$ cat config.mk
export PLATFORM = sky130hd
export DESIGN_NAME = irq_priority_ctl
export DESIGN_NICKNAME = d
export VERILOG_FILES = /design/src/rtl/irq_priority_pkg.sv /design/src/rtl/irq_priority_ctl_prio_select.sv /design/src/rtl/irq_priority_ctl.sv
export SDC_FILE = /design/constraint.sdc
export NUM_CORES = 1
export LEC_CHECK = 0
export ABC_AREA = 1
export CAP_MARGIN = 10
export CORE_UTILIZATION = 39
export CTS_CLUSTER_DIAMETER = 120
export DETAILED_ROUTE_END_ITERATION = 16
export PLACE_DENSITY = 0.68
export SYNTH_ARGS = -nofsm -noshare
export SYNTH_HDL_FRONTEND = slang
export SYNTH_HIERARCHICAL = 1
export SYNTH_SLANG_ARGS = --single-unit
$ cat constraint.sdc
create_clock -name sysclk -period 2.5 [get_ports sysclk]
set_input_delay 0.375 -clock sysclk [delete_from_list [all_inputs] [get_ports sysclk]]
set_output_delay 0.375 -clock sysclk [all_outputs]
set_load 0.1 [all_outputs]
$ cat src/rtl/irq_priority_pkg.sv
// ---------------------------------------------------------------------------
// irq_priority_pkg
// Shared types and constants for the interrupt priority controller.
//   state_t     : presentation FSM states (IDLE, PRESENT, HOLDOFF)
//   IRQ_CODE_W  : width of the externally visible interrupt code
//   code_w()    : internal code width for a given number of request lines
// ---------------------------------------------------------------------------
package irq_priority_pkg;

    typedef enum logic [1:0] {
        IDLE    = 2'd0,
        PRESENT = 2'd1,
        HOLDOFF = 2'd2
    } state_t;

    localparam int IRQ_CODE_W = 16;

    // Index width needed to name every request line, never less than one bit.
    function automatic int code_w(input int n);
        int w;
        w = $clog2(n);
        return (w < 1) ? 1 : w;
    endfunction

endpackage

$ cat src/rtl/irq_priority_ctl_prio_select.sv
// ---------------------------------------------------------------------------
// prio_select
// Combinational highest-set-bit finder. The highest index wins.
//   req  in  NUM_INPUTS : candidate vector (pending & mask)
//   idx  out CODE_W     : index of the highest set bit (0 when none set)
//   any  out 1          : at least one bit of req is set
// ---------------------------------------------------------------------------
module prio_select #(
    parameter int NUM_INPUTS = 16,
    parameter int CODE_W     = 4
) (
    input  logic [NUM_INPUTS-1:0] req,
    output logic [CODE_W-1:0]     idx,
    output logic                  any
);

    // Ascending scan: a later (higher) set bit overwrites an earlier one.
    always_comb begin
        any = |req;
        idx = '0;
        for (int i = 0; i < NUM_INPUTS; i++) begin
            if (req[i]) begin
                idx = CODE_W'(i);
            end
        end
    end

endmodule

$ cat src/rtl/irq_priority_ctl.sv
// ---------------------------------------------------------------------------
// irq_priority_ctl
// Registered, masked interrupt priority controller. Latches edge- or
// level-type request lines, gates them with a software enable mask and
// presents the highest-index enabled pending request, frozen under a
// valid/ack handshake.
//   sysclk     in  1          : clock, all state changes on its rising edge
//   sysreset   in  1          : synchronous active-high reset
//   irq_in     in  NUM_INPUTS : request lines
//   mask_wr    in  1          : strobe loading mask_data into the enable mask
//   mask_data  in  NUM_INPUTS : new enable mask
//   irq_ack    in  1          : acknowledges the presented code
//   irq_valid  out 1          : a code is being presented
//   irq_code   out 16         : index of the presented input, zero-extended
//   pending    out NUM_INPUTS : raw pending vector
// ---------------------------------------------------------------------------
module irq_priority_ctl
    import irq_priority_pkg::*;
#(
    parameter int                    NUM_INPUTS = 16,
    parameter logic [NUM_INPUTS-1:0] EDGE_MASK  = '1,
    parameter logic [NUM_INPUTS-1:0] RESET_MASK = '0
) (
    input  logic                  sysclk,
    input  logic                  sysreset,
    input  logic [NUM_INPUTS-1:0] irq_in,
    input  logic                  mask_wr,
    input  logic [NUM_INPUTS-1:0] mask_data,
    input  logic                  irq_ack,
    output logic                  irq_valid,
    output logic [IRQ_CODE_W-1:0] irq_code,
    output logic [NUM_INPUTS-1:0] pending
);

    localparam int CODE_W = code_w(NUM_INPUTS);

    logic [NUM_INPUTS-1:0] irq_prev_p0;
    logic [NUM_INPUTS-1:0] pend_q;
    logic [NUM_INPUTS-1:0] mask_q;
    logic [NUM_INPUTS-1:0] rise;
    logic [NUM_INPUTS-1:0] ack_clr;
    logic [NUM_INPUTS-1:0] pend_nxt;
    logic [NUM_INPUTS-1:0] sel_req;

    state_t                state;
    state_t                state_nxt;
    logic                  valid_q;
    logic                  valid_nxt;
    logic [CODE_W-1:0]     code_q;
    logic [CODE_W-1:0]     code_nxt;
    logic [CODE_W-1:0]     sel_idx;
    logic                  sel_any;
    logic                  ack_take;

    assign rise    = irq_in & ~irq_prev_p0;
    assign sel_req = pend_q & mask_q;

    prio_select #(
        .NUM_INPUTS (NUM_INPUTS),
        .CODE_W     (CODE_W)
    ) u_prio_select (
        .req (sel_req),
        .idx (sel_idx),
        .any (sel_any)
    );

    // One-hot clear of the acknowledged bit.
    always_comb begin
        ack_clr = '0;
        if (ack_take) begin
            ack_clr[code_q] = 1'b1;
        end
    end

    // Edge bits: clear on ack, then OR in the new edge so a same-cycle
    // edge survives the clear. Level bits simply track the sampled line.
    assign pend_nxt = (EDGE_MASK & ((pend_q & ~ack_clr) | rise))
                    | (~EDGE_MASK & irq_in);

    // Next-state and output logic
    always_comb begin
        state_nxt = state;
        valid_nxt = valid_q;
        code_nxt  = code_q;
        ack_take  = 1'b0;
        case (state)
            IDLE: begin
                if (sel_any) begin
                    state_nxt = PRESENT;
                    valid_nxt = 1'b1;
                    code_nxt  = sel_idx;
                end
            end
            PRESENT: begin
                // Code stays frozen regardless of new arrivals or mask writes.
                if (irq_ack) begin
                    ack_take  = 1'b1;
                    valid_nxt = 1'b0;
                    state_nxt = HOLDOFF;
                end
            end
            HOLDOFF: begin
                // Lets the post-ack pending vector settle before reselection.
                state_nxt = IDLE;
            end
            default: begin
                state_nxt = IDLE;
                valid_nxt = 1'b0;
            end
        endcase
    end

    // State register
    always_ff @(posedge sysclk) begin
        if (sysreset) begin
            state <= IDLE;
        end else begin
            state <= state_nxt;
        end
    end

    // Sampling / pending / mask / output registers
    always_ff @(posedge sysclk) begin
        // Loaded even in reset so a line held high through reset is no edge.
        irq_prev_p0 <= irq_in;
        if (sysreset) begin
            valid_q <= 1'b0;
            code_q  <= '0;
            pend_q  <= '0;
            mask_q  <= RESET_MASK;
        end else begin
            valid_q <= valid_nxt;
            code_q  <= code_nxt;
            pend_q  <= pend_nxt;
            if (mask_wr) begin
                mask_q <= mask_data;
            end
        end
    end

    assign irq_valid = valid_q;
    assign irq_code  = IRQ_CODE_W'(code_q);
    assign pending   = pend_q;

endmodule

======== Word-level counts from Yosys, hierarchy flattened ========
Cells that the tools add are included.
word-level totals
  output and inout port bits .............. 33
  bits in registers ....................... 55
cells by class
  $lt $le $gt $ge ......................... 2
  equal/unequal tests ..................... 4
  reductions and logical operators ........ 6
  bitwise gates (word level) .............. 7
  multiplexer cells ....................... 26
operator list
  kind                                                                number
  bitwise AND 16 bit                                                  3
  two-way mux 4 bit                                                   8
  inverter 16 bit                                                     2
  two-way mux 16 bit                                                  1
  OR 16 bit                                                           1
  OR reduction 16 bit                                                 1
  two-way mux 3 bit                                                   4
  two-way mux 2 bit                                                   4
  two-way mux 1 bit                                                   6
  < comparator 4 x 5 -> 1 bit (second input constant)                 1
  demux 1 bit (select 4 bit)                                          1
  greater-or-equal comparator 4 x 1 -> 1 bit (second input constant)  1
  != test 2 bit (second input constant)                               2
  one-hot mux 2 bit (2 select lines)                                  1
  AND reduction 2 bit                                                 2
  one-hot mux 1 bit (3 select lines)                                  1
  AND reduction 3 bit                                                 1
  == test 2 x 1 -> 1 bit (second input constant)                      1
  == test 2 bit (second input constant)                               1
  zero test 2 bit                                                     1
  logical AND 1 bit                                                   1
  inverter 1 bit                                                      1

======== Depth between registers and ports, before layout ========
Gate-level depths: netlist of run 1.
  depth after elaboration ................. 16
  gate-level depth with buffers ........... 19
  mapped depth without buffers ............ 19

======== Modules after synthesis ========
The synthesis of run 1 kept the hierarchy.
by module, submodules not included
  module            cells each  instances  area each (µm²)
  irq_priority_ctl  286         1          2,207.1
  prio_select       48          1          191.4

======== Least setup slack after synthesis of run 1 ========
No wires, ideal clock.
  path kind ............................... register to register
  from .................................... register pend_q[2] (netlist: pending[2])
  to ...................................... register code_q[0]
  path slack .............................. 425 ps
  data required time ...................... 2,377 ps
  cell stages (with the launch flop) ...... 20
  arrival time ............................ 1,952 ps
  path through ............................ dfxtp_1 nand2_1 inv_1 inv_1 nand2_1 nand2_1 nand2_1 nand2_1 nand2_1 nand2_1 nand2_1 nand2_1 nand2_1 nand2_1 nand2_1 nand2_1 nand2_1 nand2_1 o21ai_0 a21oi_1
between the ends
  longest elaborated chain between the ends .. 15
  elaborated cells on any way between the ends .. 17
  classes of those cells .................. 14 x mux; 1 x bitwise; 2 x reduce/logical
ends and longest elaborated chain
  what                             RTL line                            source
  start, declared                  irq_priority_ctl.sv:38              logic [NUM_INPUTS-1:0] pend_q;
  start signal, assigned           irq_priority_ctl.sv:134             pend_q <= pend_nxt;
  bitwise AND 16 bit               irq_priority_ctl.sv:56              assign sel_req = pend_q & mask_q;
  net sel_req[2]                   irq_priority_ctl.sv:43              logic [NUM_INPUTS-1:0] sel_req;
  two-way mux 2 bit (2 in series)  irq_priority_ctl_prio_select.sv:22  if (req[i]) begin
  two-way mux 3 bit (4 in series)  irq_priority_ctl_prio_select.sv:22
  two-way mux 4 bit (8 in series)  irq_priority_ctl_prio_select.sv:22
  net sel_idx[0]                   irq_priority_ctl.sv:51              logic [CODE_W-1:0] sel_idx;
  end signal, assigned             irq_priority_ctl.sv:133             code_q <= code_nxt;
  end, declared                    irq_priority_ctl.sv:49              logic [CODE_W-1:0] code_q;
The timed path passes the listed nets, and every way through them passes these cells.
A chain may end at the register's enable or synchronous reset.

======== Worst setup path after layout of run 1 ========
Ends and elaborated chain as after synthesis.

==> results.py, run 1 <==
metrics = {
    "outcome": {
        "outcome": "completed",
    },
    "cells_and_area": {
        "fill_cells": 616,
        "postLayoutCoreUtil_pct": 50.9,
        "nets": 427,
        "final_cells": 467,
        "num_antenna_cells": 0,
        "synthToLayoutAreaGrowth_pct": 25.6,
        "drive_gt1_share_pct": 17.1,
    },
    "clock_network": {
        "cts-resized-gates": 0,
        "cts_setup_buffers": 0,
        "clock-root-buffer": "clkbuf_8",
        "clk_pin_slew_ns": 0.10,
        "clk_latency_ns": 0.31,
        "h-tree-depth": 2,
        "numCtsBuffers": 5,
        "cts_tree": "yes",
        "cts.sinks": 55,
        "hold_buffers": 0,
        "clk_path_buf_depth": 2,
    },
    "power_and_ir_drop": {
        "cellPowerDensity_nw_per_um2": 736,
        "switching_share_pct": 38.3,
        "ir_drop_v": 0.000307,
        "p_leak_nw": 1.47,
        "power.internal_w": 0.00137,
        "clkPwrFrac_pct": 24.3,
        "pwr-share-seq_pct": 45.1,
        "power_frac_comb_pct": 30.6,
        "p_switching_w": 0.000848,
    },
    "global_route": {
        "antenna_found_initial": 0,
        "overflow": 0,
        "grt_pass1_wl_mm": 8.19,
        "grt_max_degree": 22,
        "track_usage_pct": 16.5,
        "grt_pass1_vias": 1918,
    },
    "placement": {
        "dp.cells": 459,
        "numPortBuffers": 56,
        "routabilityCongestion": 0.853,
        "dpl.hpwl_mm": 3.65,
        "post-place-ws_ns": 0.808,
    },
    "synthesis": {
        "synth.ff_latch_count": 55,
        "synth_top_area_share_pct": 45.9,
        "synth_warnings": 6,
        "synth_cell_type_count": 20,
        "synth_cells": 334,
        "syn_area_per_cell_sq_um": 7.18,
        "yosysTopAreaCell": "dfxtp_1",
        "muxShareOfSynthArea_pct": 0,
        "syn_area_sq_um": 2400,
        "synth_compound_area_share_pct": 11.3,
        "synth.area.top_cells": "dfxtp_1 (46%), nand2_1 (11%), nor2_1 (9.1%)",
        "synth_top_family_by_area": "simple AND/OR/NAND/NOR gates",
        "seq_area_frac_synth_pct": 45.9,
        "synth-simple-area-share_pct": 27.6,
        "synth_xor_area_share_pct": 0,
        "synthAdderAreaFrac_pct": 0,
    },
    "routing": {
        "finalWirelength_mm": 4.93,
        "drt_first_pass_iters": 4,
        "wire_per_inst_um": 10.6,
        "avgViaCountPerCell": 4.40,
        "drc_errors": 0,
        "vias": 2055,
        "antenna_left": 0,
        "first_iter_violations": 124,
    },
    "die": {
        "num_rows": 28,
        "core_area_sq_um": 5920,
        "initial_utilization_pct": 40.5,
        "ios": 69,
        "die_w_um": 80.4,
        "die_y_um": 80.4,
        "dieArea_sq_um": 6470,
    },
    "critical_path": {
        "startpoint_type": "register",
        "required_ns": 2.70,
        "crit_path_frequent_cell": "nand2_1",
        "arrival_ns": 1.74,
        "critPathKind": "reg2reg",
        "crit_chain": "nand2_1, inv_1, inv_1, nand2_1, nand2_1, nand2_1, nand2_1, nand2_1, nand2_1, nand2_1, nand2_1, nand2_1, nand2_1, nand2_1, nand2_1, nand2_1, nand2_1, o21ai_0, a21oi_1",
        "cp-end-kind": "register",
        "slowest_stage": "dfxtp_1",
        "cp_max_fo": 3,
        "cp_slowest_stage_delay_ns": 0.36,
    },
    "sta": {
        "rsz0062_at_grt": "no",
        "holdWs_ns": 0.476,
        "fmax_mhz": 651,
        "fin_crit_ns": 1.54,
        "slew_violations": 0,
        "tightest_slew_ns": 0.553,
        "max-slew-margin-rel_pct": 63.1,
        "min_period_over_period_pct": 61.5,
        "setup_viol": 0,
        "finClkSkew_ns": 0.00661,
        "setup_tns_ns": 0,
        "setup_ws_ns": 0.963,
        "hold_viol_final": 0,
    },
    "hold_path": {
        "hp-class": "reg2reg",
    },
    "run": {
        "cap_violations": 0,
    },
}
## power groups by stage
stage / clock network (W) / registers, W / logic [W]
2_1_floorplan: 0 / 0.00126 / 0.000297
3_3_place_gp: 0 / 0.00102 / 0.000682
3_5_place_dp: 0 / 0.00102 / 0.000684
4_1_cts: 0.000560 / 0.00100 / 0.000686
5_1_grt: 0.000589 / 0.00101 / 0.000729
6_report: 0.000538 / 0.000999 / 0.000679
## synthesized netlist by cell type
cell type / instances
a21oi_1: 12
a21oi_2: 10
buf_12: 1
buf_2: 3
buf_4: 13
buf_6: 1
clkbuf_2: 1
conb_1: 1
dfxtp_1: 55
inv_1: 52
inv_2: 3
inv_4: 1
nand2_1: 73
nand2_2: 21
nand3_1: 3
nand3_4: 1
nor2_1: 58
nor4_1: 1
o21ai_0: 23
o21bai_1: 1
## flip-flops by register name, indices dropped and copies added (netlist names)
signal	flops
code_q	4
irq_valid	1
pending	16
irq_prev_p0	16
state	2
mask_q	16
## cell type report
class,instances,area (sq um),share of cell area (%)
sequential,55,1100,36.6
tap,75,93.8,3.12
clock inverter,1,7.51,0.249
clock buffer,7,96.3,3.20
inverter,56,213,7.06
timing repair buffer,58,523,17.4
multi-input combinational,215,977,32.4
## metal layers
| layer | wire [um] | vias up | GRT usage (%) | share of wire [%] |
|---|---|---|---|---|
| met5 | 0 | - | 0 | 0 |
| met4 | 74 | 0 | 5.89 | 1.5 |
| met3 | 271 | 7 | 3.75 | 5.5 |
| met2 | 2300 | 54 | 28.4 | 47 |
| met1 | 2280 | 904 | 20.0 | 46 |
| li1 | - | 1090 | - | - |
## per-stage QoR
step                instance area (sq um)  total power [W]
floorplan                            2440          0.00155
global placement                     2910          0.00170
detailed placement                   2910          0.00170
CTS                                  3010          0.00225
global route                         3010          0.00233
finish                               3010          0.00222
## cell families (layout without fill, tap and decap cells)
kind of cell,Yosys count,in the layout
simple gates,157,157
other cells,1,12
compound gates,46,46
buf+inv,75,122
flops,55,55
## critical path, delay by kind of cell, from the launching register on
kind,cells,cell delay [ns]
buf+inv,2,0.13
compound gates,2,0.20
simple gates,15,0.73
flops,1,0.36
## cells in the final DEF (no fill, tap or decap), types with 10 or more instances in the layout
cell type / instances
nand2_2: 21
conb_1: 12
buf_4: 23
a21oi_2: 10
nor2_1: 58
o21ai_0: 23
a21oi_1: 12
inv_1: 52
nand2_1: 73
dfxtp_1: 55
clkdlybuf4s50_1: 35
## worst paths after layout
check / startpoint / endpoint / slack, ns / cells past startpoint
worst max-delay path: pending[2] / code_q[0] / 0.96 / 19
worst min-delay path: irq_valid / irq_valid / 0.48 / 2
worst max register to register: pending[2] / code_q[0] / 0.96 / 19
worst min register to register: irq_valid / irq_valid / 0.48 / 2
Power figures use the tool's default switching activity.
==> run 2: changes to the inputs <==
PLACE_DENSITY = 0.7   (was 0.68)
clock period = 1.4 ns   (was 2.5 ns; I/O delays follow)
==> run 2 against run 1 <==
The flow now finishes with violations (negative setup slack). Die area stayed put. First-iteration DRC count is 22% lower. Fmax is 8.9% higher. Clock power is 65% higher. Wire length is 6.5% higher. Non-clock buffer count is 17 higher. Combinational power is 120% higher. Highest routed layer unchanged. Critical path depth stayed put. Sequential share of layout area is 3.3 points lower.
==> results.py, run 2 (same netlist as run 1, synthesis figures left out) <==
metrics = {
    "global_route": {
        "antenna_found_initial": 0,
        "overflow": 0,
        "grt_max_degree": 22,
        "grt_pass1_wl_mm": 8.71,
        "track_usage_pct": 17.7,
        "grt_pass1_vias": 1982,
    },
    "cells_and_area": {
        "synthToLayoutAreaGrowth_pct": 45.7,
        "nets": 445,
        "final_cells": 485,
        "drive_gt1_share_pct": 27.8,
        "final_common_cell": "nand2_1",
        "num_antenna_cells": 0,
        "final_cell_mix": "nand2_1 (73), nor2_1 (54), inv_1 (49)",
    },
    "routing": {
        "first_iter_violations": 97,
        "antenna_left": 0,
        "drt_first_pass_iters": 4,
        "avgViaCountPerCell": 4.36,
        "drc_errors": 0,
        "vias": 2117,
        "wire_per_inst_um": 10.8,
        "finalWirelength_mm": 5.25,
    },
    "critical_path": {
        "crit_chain": "nand2_2, inv_2, inv_2, nand2_1, nand2_1, nand2_1, nand2_1, nand2_1, nand2_1, nand2_1, nand2_1, nand2_1, nand2_1, nand2_1, nand2_1, nand2_1, nand2_1, o21ai_1, a21oi_1",
        "slowest_stage": "dfxtp_4",
        "cp_max_fo": 3,
        "arrival_ns": 1.60,
        "crit_family": "simple AND/OR/NAND/NOR gates",
        "cp-end-kind": "register",
        "crit_path_frequent_cell": "nand2_1",
        "rr_startpoint": "pending[2]",
        "required_ns": 1.59,
        "startpoint_type": "register",
        "r2r_cells": 19,
        "path_depth": 19,
        "r2r_slack_ns": -0.01,
        "cp_slowest_stage_delay_ns": 0.36,
        "crit_buf_inv": 2,
        "reg2reg_to": "code_q[0]",
        "critPathKind": "reg2reg",
    },
    "die": {
        "core_area_sq_um": 5920,
        "initial_utilization_pct": 40.5,
        "ios": 69,
        "die_y_um": 80.4,
        "dieArea_sq_um": 6470,
        "die_w_um": 80.4,
        "num_rows": 28,
    },
    "clock_network": {
        "numCtsBuffers": 5,
        "clk_path_buf_depth": 2,
        "clock-root-buffer": "clkbuf_8",
        "hold_buffers": 0,
        "cts.sinks": 55,
        "h-tree-depth": 2,
        "cts_tree": "yes",
        "clk_latency_ns": 0.30,
        "clk_pin_slew_ns": 0.09,
    },
    "placement": {
        "dp.cells": 475,
        "routabilityCongestion": 0.821,
        "dpl.hpwl_mm": 4.04,
        "numPortBuffers": 56,
    },
    "power_and_ir_drop": {
        "cellPowerDensity_nw_per_um2": 1190,
        "p_leak_nw": 1.66,
        "ir_drop_v": 0.000820,
    },
    "hold_path": {
        "hp-class": "in2reg",
        "hold_path_end": "irq_prev_p0[2]",
        "min-delay-start": "irq_in[2]",
        "timing.hold.worst_path_depth": 1,
    },
    "sta": {
        "slew_violations": 0,
        "fin_crit_ns": 1.41,
        "setup_viol": 2,
        "finClkSkew_ns": 0.00800,
        "fmax_mhz": 708,
        "rsz0062_at_grt": "yes",
        "setup_ws_ns": -0.0115,
        "holdWs_ns": 0.367,
        "min_period_over_period_pct": 101,
        "hold_viol_final": 0,
        "setup_tns_ns": -0.0146,
    },
    "outcome": {
        "outcome": "finished with violations",
        "violations": "negative setup slack",
    },
    "run": {
        "cap_violations": 0,
    },
}
## run 2: cell types whose count changed in the layout (fill, tap and decap cells not counted), sizes merged
cell      change
clkinv        +1
clkinvlp      -1
buf          +17
nand2         +1
## run 2: worst max path at each step
stage	startpoint	to	slack, ns
after floorplan	pending[1]	code_q[0]	-0.25
after global placement	pending[2]	code_q[0]	-0.02
after detailed placement	mask_q[2]	code_q[0]	-0.06
after CTS	pending[2]	code_q[0]	-0.02
after global routing	pending[2]	code_q[0]	-0.15
final	pending[2]	code_q[0]	-0.01
## run 2: metal layers
metal  GRT usage [%]  vias to the layer above  wire (um)
met2            30.6                       53       2580
met1            22.2                      934       2410
met3            3.52                        5        189
li1                -                     1125          -
met4            4.82                        0         67
met5               0                        -          0
## run 2: what timing repair did
item / 4_1_cts / 5_1_grt
endpoints found under the setup margin: 4 / 6
cloned: 1 / 0
resized for setup: 7 / 6
buffers inserted: 1 / 0
pin swaps: 2 / 3
## run 2: report_power, final
part           internal, W  switching [W]
logic             0.000508       0.000972
clock network     0.000400       0.000488
registers          0.00169       0.000105
total              0.00260        0.00157
## run 2: cell type report
| class | count | area (sq um) |
|---|---|---|
| Inverter | 56 | 213 |
| Clock buffer | 7 | 86.3 |
| Sequential cell | 55 | 1160 |
| Fill cell | 559 | 2420 |
| Tap cell | 75 | 93.8 |
| Multi-Input combinational cell | 216 | 1010 |
| Clock inverter | 1 | 5.00 |
| Timing Repair Buffer | 75 | 926 |
## run 2: metrics by stage
stage | worst slack [ns] | instance area, sq um | power [W] | util, %
after global routing | -0.147 | 3500 | 0.00437 | 59.0
after global placement | -0.0206 | 3360 | 0.00327 | 56.8
after CTS | -0.0157 | 3480 | 0.00419 | 58.8
after floorplan | -0.245 | 2500 | 0.00278 | -
after detailed placement | -0.0571 | 3360 | 0.00329 | 56.8
final | -0.0115 | 3500 | 0.00416 | 59.0
## run 2: worst register-to-register path, cell delays in order (launching register included)
cell     delay [ns]
dfxtp_4        0.36
nand2_2        0.05
inv_2          0.08
inv_2          0.03
nand2_1        0.04
nand2_1        0.04
nand2_1        0.05
nand2_1        0.04
nand2_1        0.05
nand2_1        0.04
nand2_1        0.05
nand2_1        0.04
nand2_1        0.05
nand2_1        0.04
nand2_1        0.05
nand2_1        0.04
nand2_1        0.05
nand2_1        0.04
o21ai_1        0.11
a21oi_1        0.05
